`config.mk`:
```
export PLATFORM = sky130hd
export DESIGN_NAME = avmm_lvds_req_framer
export DESIGN_NICKNAME = d
export VERILOG_FILES = /design/src/rtl/avmm_lvds_req_framer.sv
export SDC_FILE = /design/constraint.sdc
export NUM_CORES = 1
export LEC_CHECK = 0
export CAP_MARGIN = 25
export CORE_MARGIN = 2
export CORE_UTILIZATION = 47
export DETAILED_ROUTE_END_ITERATION = 8
export HOLD_SLACK_MARGIN = 0.12
export PLACE_DENSITY = 0.83
export SYNTH_ARGS = -nofsm -noshare
export SYNTH_HDL_FRONTEND = slang
export SYNTH_SLANG_ARGS = --single-unit
```
`constraint.sdc`:
```
create_clock -name clk_i -period 5.7 [get_ports clk_i]
set_input_delay 1.425 -clock clk_i [delete_from_list [all_inputs] [get_ports clk_i]]
set_output_delay 1.425 -clock clk_i [all_outputs]
set_load 0.01 [all_outputs]
```
`src/rtl/avmm_lvds_req_framer.sv`:
```
// Master-side request framer: turns Avalon-MM read/write commands into a
// header/address/data word stream on the LVDS request link, with read credits.
module avmm_lvds_req_framer #(
  parameter int BURST_W  = 8,
  parameter int MAX_PEND = 256
) (
  input  logic               clk_i,
  input  logic               rst_i,
  input  logic [31:0]        address_i,
  input  logic [BURST_W-1:0] burstcount_i,
  input  logic               read_i,
  input  logic               write_i,
  input  logic [31:0]        writedata_i,
  input  logic [3:0]         byteenable_i,
  output logic               waitrequest_o,
  input  logic               resp_word_i,
  output logic [31:0]        tx_data_o,
  output logic               tx_valid_o,
  output logic               rd_underflow_o
);

  typedef enum logic [1:0] {IDLE, HDR, ADDR, DATA} state_t;

  state_t             state, state_nxt;
  logic               is_wr;
  logic [31:0]        addr_q;
  logic [BURST_W-1:0] n_q;
  logic [BURST_W-1:0] beats_left;
  logic [3:0]         be_q;
  logic [31:0]        hold;
  logic               hold_vld;
  logic [15:0]        pending;

  logic [BURST_W-1:0] n_in;
  logic [16:0]        pend_sum;
  logic               rd_ok;
  logic               acc_wr, acc_rd, beat_ld;
  logic [31:0]        hdr;

  assign n_in     = (burstcount_i == '0) ? BURST_W'(1) : burstcount_i;
  assign pend_sum = {1'b0, pending} + 17'(n_in);
  assign rd_ok    = (pend_sum <= 17'(MAX_PEND));

  always_comb begin
    hdr = '0;
    hdr[31:30] = is_wr ? 2'b01 : 2'b10;
    hdr[27:24] = be_q;
    hdr[BURST_W-1:0] = n_q;
  end

  always_ff @(posedge clk_i) begin
    if (rst_i) state <= IDLE;
    else       state <= state_nxt;
  end

  always_comb begin
    state_nxt     = state;
    waitrequest_o = 1'b1;
    tx_valid_o    = 1'b0;
    tx_data_o     = '0;
    acc_wr        = 1'b0;
    acc_rd        = 1'b0;
    beat_ld       = 1'b0;
    case (state)
      IDLE: begin
        // Write wins if a master illegally raises both strobes.
        if (write_i) begin
          waitrequest_o = 1'b0;
          acc_wr        = 1'b1;
          state_nxt     = HDR;
        end else if (read_i && rd_ok) begin
          waitrequest_o = 1'b0;
          acc_rd        = 1'b1;
          state_nxt     = HDR;
        end
      end
      HDR: begin
        tx_valid_o = 1'b1;
        tx_data_o  = hdr;
        state_nxt  = ADDR;
      end
      ADDR: begin
        tx_valid_o = 1'b1;
        tx_data_o  = addr_q;
        state_nxt  = is_wr ? DATA : IDLE;
      end
      DATA: begin
        // Holding register drains and refills in the same cycle when streaming.
        waitrequest_o = (beats_left == '0);
        beat_ld       = write_i && (beats_left != '0);
        tx_valid_o    = hold_vld;
        tx_data_o     = hold_vld ? hold : 32'h0;
        if (hold_vld && beats_left == '0) state_nxt = IDLE;
      end
      default: state_nxt = IDLE;
    endcase
  end

  always_ff @(posedge clk_i) begin
    if (rst_i) begin
      is_wr      <= 1'b0;
      addr_q     <= '0;
      n_q        <= '0;
      be_q       <= '0;
      hold       <= '0;
      hold_vld   <= 1'b0;
      beats_left <= '0;
    end else if (acc_wr || acc_rd) begin
      is_wr      <= acc_wr;
      addr_q     <= address_i;
      n_q        <= n_in;
      be_q       <= byteenable_i;
      hold       <= writedata_i;
      hold_vld   <= acc_wr;
      beats_left <= n_in - BURST_W'(1);
    end else if (beat_ld) begin
      hold       <= writedata_i;
      hold_vld   <= 1'b1;
      beats_left <= beats_left - BURST_W'(1);
    end else if (state == DATA) begin
      hold_vld   <= 1'b0;
    end
  end

  // Read credits: a returned word releases one, a read accept reserves N.
  always_ff @(posedge clk_i) begin
    if (rst_i) begin
      pending        <= '0;
      rd_underflow_o <= 1'b0;
    end else begin
      case ({acc_rd, resp_word_i})
        2'b10: pending <= pending + 16'(n_in);
        2'b11: pending <= pending + 16'(n_in) - 16'd1;
        2'b01: begin
          if (pending == '0) rd_underflow_o <= 1'b1;
          else               pending <= pending - 16'd1;
        end
        default: ;
      endcase
    end
  end

endmodule

```
==> results of run 1 <==
per-stage QoR:
stage	total power, mW	hold WS (ps)
after floorplan	2.723	431.2
after global placement	3.453	437.3
after detailed placement	3.530	443.2
after CTS	4.237	453.9
after global routing	4.693	472.9
final	4.406	451.5
cell usage after synthesis (3+ instances only):
| cell | n | area, µm² |
|---|---|---|
| nand3b_1 | 4 | 30.03 |
| and3_1 | 4 | 25.02 |
| a222oi_1 | 14 | 140.1 |
| a211oi_1 | 12 | 90.09 |
| a21o_1 | 3 | 22.52 |
| nor2_1 | 77 | 289.0 |
| nor3_1 | 24 | 120.1 |
| buf_2 | 9 | 45.04 |
| clkbuf_1 | 49 | 183.9 |
| inv_1 | 7 | 26.28 |
| a31oi_1 | 4 | 25.02 |
| xor2_1 | 14 | 122.6 |
| nor4_1 | 9 | 56.30 |
| xnor2_1 | 18 | 157.7 |
| a21oi_1 | 93 | 465.5 |
| or3_1 | 5 | 31.28 |
| a311oi_1 | 3 | 26.28 |
| or4_1 | 6 | 45.04 |
| o211ai_1 | 4 | 30.03 |
| and2_1 | 3 | 18.77 |
| dfxtp_1 | 105 | 2102 |
| a21boi_0 | 3 | 22.52 |
| nand3_1 | 17 | 85.08 |
| nand2b_1 | 5 | 31.28 |
| nand2_1 | 178 | 668.1 |
| o21ai_0 | 9 | 45.04 |
| a22oi_1 | 20 | 150.1 |
| ha_1 | 15 | 187.7 |
| mux2i_1 | 8 | 80.08 |
worst max-delay path by stage:
stage / startpoint / to / slack, ps
6_report: burstcount_i[2] / pending[12]$_SDFFE_PP0P_ / 2
5_1_grt: burstcount_i[1] / pending[12]$_SDFFE_PP0P_ / -160
4_1_cts: burstcount_i[6] / pending[12]$_SDFFE_PP0P_ / 60
3_5_place_dp: burstcount_i[6] / pending[12]$_SDFFE_PP0P_ / -630
3_3_place_gp: burstcount_i[5] / pending[12]$_SDFFE_PP0P_ / -480
2_1_floorplan: burstcount_i[5] / pending[12]$_SDFFE_PP0P_ / 10
timing repair:
action | 4_1_cts | 5_1_grt
endpoints found under the setup margin | 6 | 7
setup buffers | 14 | 5
hold endpoints to repair | 0 | 0
resized for setup | 17 | 33
pin swaps | 19 | 22
logic make-up (layout without fill, tap and decap cells):
group,count (synthesis),after routing,share of synthesized area (%)
adder cells (fa/ha/maj),16,16,3.568
AND/OR/NAND/NOR,347,347,26.16
XOR/XNOR,32,32,4.814
buffers and inverters,68,216,4.836
flip-flops,105,105,36.11
AO/OA/AOI/OAI,196,196,22.76
multiplexers,9,9,1.762
final cells by class:
type / instances / share of cell area, %
Clock inverter: 7 / 1.135
Multi-Input combinational cell: 600 / 44.93
Inverter: 7 / 0.3264
Timing Repair Buffer: 193 / 22.09
Sequential cell: 105 / 26.11
Clock buffer: 9 / 2.798
Tap cell: 168 / 2.611
tightest hold or removal path, stage by stage, from the launching register on:
cell and delay (ps):
dfxtp_1 310, nand2_1 50, a21oi_1 50
power groups by stage:
stage / sequential (mW) / clock, mW / combinational (mW)
4_1_cts: 1.22 / 0.664 / 2.35
2_1_floorplan: 1.14 / 0 / 1.59
3_3_place_gp: 1.22 / 0 / 2.23
3_5_place_dp: 1.23 / 0 / 2.30
6_report: 1.24 / 0.654 / 2.52
5_1_grt: 1.27 / 0.691 / 2.73
flip-flops by register name, indices dropped and copies added, names as in the netlist:
name,count
n_q,8
hold_vld,1
addr_q,32
be_q,4
state,2
is_wr,1
pending,16
beats_left,8
rd_underflow_o,1
hold,32
metal layers:
| metal | up-vias | part of all wire (%) | track usage [%] |
|---|---|---|---|
| met3 | 74 | 7.7 | 5.640 |
| li1 | 3003 | - | - |
| met2 | 327 | 48 | 44.16 |
| met5 | - | 0 | 0 |
| met1 | 2958 | 40 | 34.30 |
| met4 | 0 | 4.1 | 12.85 |
==> metrics.txt, run 1 <==
Hold Violations, Final=0; RR Startpoint=pending[0]$_SDFFE_PP0P_; Primary FF master, synth=dfxtp_1; slowest CP cell=or4_4; Sw Ratio=45.86%; Worst Tran Pin Value=835.1 ps; Min-Delay Path Depth=2; CTS Buf Count=9; area of the core=0.01206 mm²; Max Cap Viol=0; FF-to-FF End=pending[12]$_SDFFE_PP0P_; Buffers on Ports=115; Fmax achieved=175.5 MHz; Power Internal=2.385 mW; Post-Syn Nets=870; critical-path cell list=clkdlybuf4s15_1 > nor3_2 > a21o_1 > ha_4 > fa_2 > buf_4 > xnor2_4 > nand3_2 > mux2i_1 > and4bb_2 > a21oi_4 > buf_6 > o31ai_4 > mux2i_1 > ha_2 > buf_4 > nand2_2 > or4_4 > nor3_4 > nor2_1 > a31o_1 > or4_1 > nand3_1; total I/O pin count=116; Worst Hold End=hold[25]$_SDFFE_PP0P_; max incr delay on CP=460 ps; critical path buffer and inverter count=4; CP arrival=6010 ps; final core utilization=66.74%; Final Cell Area=0.008050 mm²; DIE AREA=0.01329 mm²; highest-count cells in the layout ignoring fill and taps=177 x nand2_1, 105 x dfxtp_1, 105 x clkdlybuf4s50_1; Final min period=5698 ps; Synth Area per Inst=7.531 µm²; final setup fails=0; Inserted Diodes=0; clk sinks=105; Clock Skew=11.87 ps; mapped cell area=0.005822 mm²; worst-case reg-to-reg path depth=20; Gate Count Post-Synth=773; H-tree levels=3; ANT nets after route=0; most common cell after layout, fill and taps aside=nand2_1; drt drc=0; worst-skew pair later-pin latency=370 ps; Seq pwr share=28.0%; peak supply drop=285.5 µV; Net Switching=2.020 mW; hold_buf cts=0; Die Y=115.3 µm; WP data required=6010 ps; Syn-to-layout area delta=38.28%; status=finished clean; yosys warns=0; Worst-path clk slew=80 ps; # nets final=1013; pre-CTS setup slack=-632.9 ps; total gr overflow=0; static leakage=3.027 nW; CP startpoint kind=input port; Routed WL per cell=16.85 µm; GRT Resource Usage Total=27.08%; pin count of the biggest net entering global routing=110; Hold/Removal Path Class=reg -> reg; RSZ-0062 raised after global routing=yes; vias per inst=5.842; Root Buffer=clkbuf_16; Synth Register Bits=105; initial antenna violation count=0; Power Density=547.3 mW/mm²; Die Wd=115.3 µm; placed insts=1053; Comb pwr share=57.1%; ys async rst share=0%; CP top delay family=simple AND/OR/NAND/NOR gates; HPWL Detailed=12020 µm; Iteration-0 DRC Markers=716; Initial Utilization=48.27%; gp weighted congestion=0.9621; number of fill cells in the layout=939; Finished Layout Cells=1089; number of global-route vias before repair=5931; endpoint type of the worst setup path=flip-flop; sequential area share after synthesis=36.11%; Multi-input gate area=0.003617 mm²; setup tns final=0 ps; global-route wire length before repair=28570 µm; Clock power frac=14.8%; Post-DP Area=0.007450 mm²; kind of critical path=in -> reg; share of layout cells above drive strength 1=14.98%; crit-path max FO=4; Max Transition Viols Final=0; Reg2Reg Setup Slack=1080 ps; library cells used by synthesis=70; Crit path depth=23; row cnt=40; vias=6362; Final period util=99.96%; PnR worst setup slack=2.466 ps; WL final=18360 µm; Post-synth EDFFs=0; CTS tree=built; relative slew slack=44.33%; DR pass1 iterations=6; clock buffer depth=2; Register Area=0.002102 mm²; Hold Startpoint=hold[25]$_SDFFE_PP0P_
Power figures use the tool's default switching activity.
==> inputs of run 2 (changes only) <==
--- a/config.mk
+++ b/config.mk
@@ -5,12 +5,12 @@
 export SDC_FILE = /design/constraint.sdc
 export NUM_CORES = 1
 export LEC_CHECK = 0
-export CAP_MARGIN = 25
+export CAP_MARGIN = 20
 export CORE_MARGIN = 2
-export CORE_UTILIZATION = 47
+export CORE_UTILIZATION = 45
 export DETAILED_ROUTE_END_ITERATION = 8
 export HOLD_SLACK_MARGIN = 0.12
-export PLACE_DENSITY = 0.83
+export PLACE_DENSITY = 0.8
 export SYNTH_ARGS = -nofsm -noshare
 export SYNTH_HDL_FRONTEND = slang
 export SYNTH_SLANG_ARGS = --single-unit
==> metrics.txt, run 2 (same netlist as run 1, synthesis figures left out) <==
number of global-route vias before repair=5698; area of the core=0.01262 mm²; Inserted Diodes=0; Max Cap Viol=0; # nets final=1003; endpoint type of the worst setup path=output port; ANT nets after route=0; Buffers on Ports=115; Die Y=117.7 µm; placed insts=1053; Finished Layout Cells=1082; highest-count cells in the layout ignoring fill and taps=177 x nand2_1, 105 x dfxtp_1, 105 x clkdlybuf4s50_1; relative slew slack=43.57%; Hold/Removal Path Class=reg -> reg; pin count of the biggest net entering global routing=110; GRT Resource Usage Total=24.64%; crit-path max FO=3; global-route wire length before repair=28100 µm; Routed WL per cell=16.23 µm; total gr overflow=0; final setup fails=0; initial antenna violation count=0; clk sinks=105; status=finished clean; Iteration-0 DRC Markers=608; kind of critical path=in -> out; Clock Skew=10.33 ps; peak supply drop=399.3 µV; pre-CTS setup slack=-651.3 ps; clock buffer depth=2; Power Internal=2.362 mW; H-tree levels=3; worst-skew pair later-pin latency=360 ps; number of fill cells in the layout=1083; CP arrival=4090 ps; hold_buf cts=0; Final min period=5515 ps; row cnt=41; Worst Tran Pin Value=838.7 ps; Comb pwr share=57.5%; vias per inst=5.676; Syn-to-layout area delta=36.04%; CTS Buf Count=9; Hold WS=452.1 ps; Seq pwr share=28.5%; Multi-input gate area=0.003582 mm²; Net Switching=1.943 mW; DIE AREA=0.01386 mm²; Final period util=96.76%; Fmax achieved=181.3 MHz; static leakage=2.955 nW; Worst-path clk slew=70 ps; CTS tree=built; vias=6141; share of layout cells above drive strength 1=13.63%; gp weighted congestion=0.9038; drt drc=0; Register Area=0.002102 mm²; HPWL Detailed=11750 µm; most common cell after layout, fill and taps aside=nand2_1; Max Transition Viols Final=0; PnR worst setup slack=184.9 ps; DR pass1 iterations=5; Sw Ratio=45.13%; Clock power frac=14.0%; WP data required=4280 ps; Initial Utilization=46.13%; Power Density=543.6 mW/mm²; biggest regs=addr_q: 32 flops, hold: 32 flops, pending: 16 flops; RSZ-0062 raised after global routing=no; total I/O pin count=116; Root Buffer=clkbuf_16; CP startpoint kind=input port; Die Wd=117.7 µm; WL final=17570 µm; Hold Violations, Final=0
-- run 2: area by class of cell --
cell class / count / area share (%)
Timing Repair Buffer: 183 / 21.60
Tap cell: 172 / 2.717
Clock inverter: 6 / 0.7425
Clock buffer: 9 / 2.844
Sequential cell: 105 / 26.54
Inverter: 7 / 0.3318
Multi-Input combinational cell: 600 / 45.23
-- run 2: per-stage QoR --
step,area (µm²),setup TNS (ps),util (%),power [mW]
2_1_floorplan,5869,0,-,2.723
3_3_place_gp,7417,-2493,58.77,3.467
3_5_place_dp,7417,-3711,58.77,3.518
4_1_cts,7762,0,61.51,4.189
5_1_grt,7920,0,62.76,4.600
6_report,7920,0,62.76,4.305
-- run 2: repair_timing --
| item | CTS | global route |
|---|---|---|
| resized for setup | 15 | 25 |
| setup endpoints to repair | 7 | 8 |
| setup buffers | 8 | 5 |
| hold endpoints to repair | 0 | 0 |
| pin swaps | 15 | 22 |
-- run 2: metal layers --
layer / vias to the layer above / wire length [µm] / global-route usage [%]
li1: 2980 / - / -
met1: 2880 / 7608 / 33.11
met2: 239 / 8289 / 39.57
met3: 42 / 1157 / 3.828
met4: 0 / 511 / 9.940
met5: - / 0 / 0
-- run 2: power groups by stage --
stage	Sequential, mW	Clock, mW	Combinational [mW]
after floorplan	1.14	0	1.59
after global placement	1.22	0	2.25
after detailed placement	1.23	0	2.29
after CTS	1.22	0.613	2.36
after global routing	1.26	0.644	2.70
final	1.23	0.604	2.47
-- run 2: path summary, 6_finish.rpt --
| kind | startpoint | to | slack [ps] | cells past startpoint |
|---|---|---|---|---|
| worst max-delay path | burstcount_i[3] | waitrequest_o | 180 | 14 |
| worst min-delay path | hold[27]$_SDFFE_PP0P_ | hold[27]$_SDFFE_PP0P_ | 450 | 2 |
| worst max register to register | pending[0]$_SDFFE_PP0P_ | pending[12]$_SDFFE_PP0P_ | 1310 | 17 |
| worst min register to register | hold[27]$_SDFFE_PP0P_ | hold[27]$_SDFFE_PP0P_ | 450 | 2 |
-- run 2: critical path, cell delays in order --
cell and delay [ps]:
clkdlybuf4s15_1 230, nor4_4 50, a21o_1 210, ha_4 170
fa_2 380, a211oi_4 270, nor3_2 80, or2_4 270
a311oi_2 280, o22ai_2 150, nor3_2 220, buf_4 150
o21ai_2 70, clkbuf_2 140
==> inputs of run 3 (changes only) <==
--- a/config.mk
+++ b/config.mk
@@ -5,7 +5,6 @@
 export SDC_FILE = /design/constraint.sdc
 export NUM_CORES = 1
 export LEC_CHECK = 0
-export CAP_MARGIN = 20
 export CORE_MARGIN = 2
 export CORE_UTILIZATION = 45
 export DETAILED_ROUTE_END_ITERATION = 8
==> metrics.txt, run 3 (same netlist as run 1, synthesis figures left out) <==
worst-case reg-to-reg path depth=18; highest-count cells in the layout ignoring fill and taps=177 x nand2_1, 105 x dfxtp_1, 105 x clkdlybuf4s50_1; hold_buf cts=0; Initial Utilization=46.13%; Root Buffer=clkbuf_16; endpoint type of the worst setup path=output port; HPWL Detailed=11750 µm; relative slew slack=24.15%; initial antenna violation count=0; setup tns final=0 ps; pin count of the biggest net entering global routing=110; DR pass1 iterations=5; RR Startpoint=pending[0]$_SDFFE_PP0P_; ANT nets after route=0; Worst Tran Pin Value=1138 ps; CP startpoint kind=input port; GRT Resource Usage Total=24.64%; CTS Buf Count=9; Hold Startpoint=hold[27]$_SDFFE_PP0P_; number of fill cells in the layout=1106; total power=4.279 mW; Buffers on Ports=115; final setup fails=0; share of layout cells above drive strength 1=13.22%; status=finished clean; global-route wire length before repair=28100 µm; Iteration-0 DRC Markers=560; Reg2Reg Setup Slack=1270 ps; Hold/Removal Path Class=reg -> reg; Die Wd=117.7 µm; Hold Violations, Final=0; peak supply drop=392.0 µV; Inserted Diodes=0; Clock Skew=10.08 ps; Final min period=5578 ps; gp weighted congestion=0.9038; static leakage=2.927 nW; H-tree levels=3; area of the core=0.01262 mm²; Worst-path clk slew=70 ps; clock buffer depth=2; total gr overflow=0; number of global-route vias before repair=5698; row cnt=41; clk sinks=105; Power Density=545.4 mW/mm²; vias=6094; CTS tree=built; Die Y=117.7 µm; total I/O pin count=116; Fmax achieved=179.3 MHz; DIE AREA=0.01386 mm²; worst-skew pair later-pin latency=360 ps; Max Cap Viol=0; # nets final=1001; Min-Delay Path Depth=2; CP arrival=4150 ps; biggest regs=addr_q: 32 flops, hold: 32 flops, pending: 16 flops; Final period util=97.86%; drt drc=0; Syn-to-layout area delta=34.75%; Max Transition Viols Final=0; WP data required=4280 ps; FF-to-FF End=pending[14]$_SDFFE_PP0P_; vias per inst=5.643; Worst Hold End=hold[27]$_SDFFE_PP0P_; Routed WL per cell=16.13 µm; kind of critical path=in -> out; crit-path max FO=3; WL final=17420 µm; most common cell after layout, fill and taps aside=nand2_1
-- run 3: repair_timing --
action,CTS,global route
buffers inserted,8,5
pin swaps,15,21
gates cloned,0,0
endpoints found under the setup margin,7,8
gates resized for setup,15,23
-- run 3: power by group --
part           switching [mW]  total, mW  internal (mW)
logic                    1.39       2.45           1.05
registers               0.235       1.23          0.992
clock network           0.300      0.604          0.304
-- run 3: layer usage --
layer	GRT usage, %	wire, µm	up-vias
li1	-	-	2978
met4	9.940	513	0
met5	0	0	-
met1	33.11	7680	2846
met3	3.828	1029	41
met2	39.57	8198	229
-- run 3: worst max-delay path, stage by stage --
cell	delay, ps
dlygate4sd2_1	230
nor3_2	40
a21o_1	190
ha_4	170
fa_2	380
a211oi_4	270
nor3_2	90
or2_4	270
a311oi_2	280
o22ai_2	150
nor3_2	210
buf_4	150
o21ai_2	70
clkdlybuf4s15_1	240
-- run 3: final cells by class --
type	instances	area [µm²]	share of cell area, %
timing repair buffer	181	1658	21.13
clock inverter	6	58.81	0.7496
clock buffer	9	225.2	2.871
sequential	105	2102	26.79
tap	172	215.2	2.743
multi-input combinational	600	3560	45.37
inverter	7	26.28	0.3349
-- run 3: stage by stage --
step | hold slack, ps | std cells | util [%] | setup WS [ps] | instance area, µm²
after floorplan | 431.2 | 773 | - | 14.59 | 5869
after global placement | 438.0 | 1053 | 58.77 | -511.1 | 7417
after detailed placement | 444.1 | 1053 | 58.77 | -651.3 | 7417
after CTS | 452.2 | 1075 | 61.51 | 2.787 | 7762
after global routing | 462.3 | 1080 | 62.17 | -30.48 | 7845
final | 453.2 | 1080 | 62.17 | 121.8 | 7845
-- run 3: worst max path at each step --
stage / slack, ps / end / from
after global placement: -510 / pending[12]$_SDFFE_PP0P_ / burstcount_i[6]
after global routing: -30 / beats_left[4]$_SDFFE_PP0P_ / burstcount_i[7]
after detailed placement: -650 / pending[12]$_SDFFE_PP0P_ / burstcount_i[6]
final: 120 / waitrequest_o / burstcount_i[7]
after floorplan: 10 / pending[12]$_SDFFE_PP0P_ / burstcount_i[5]
after CTS: 3 / pending[12]$_SDFFE_PP0P_ / burstcount_i[0]
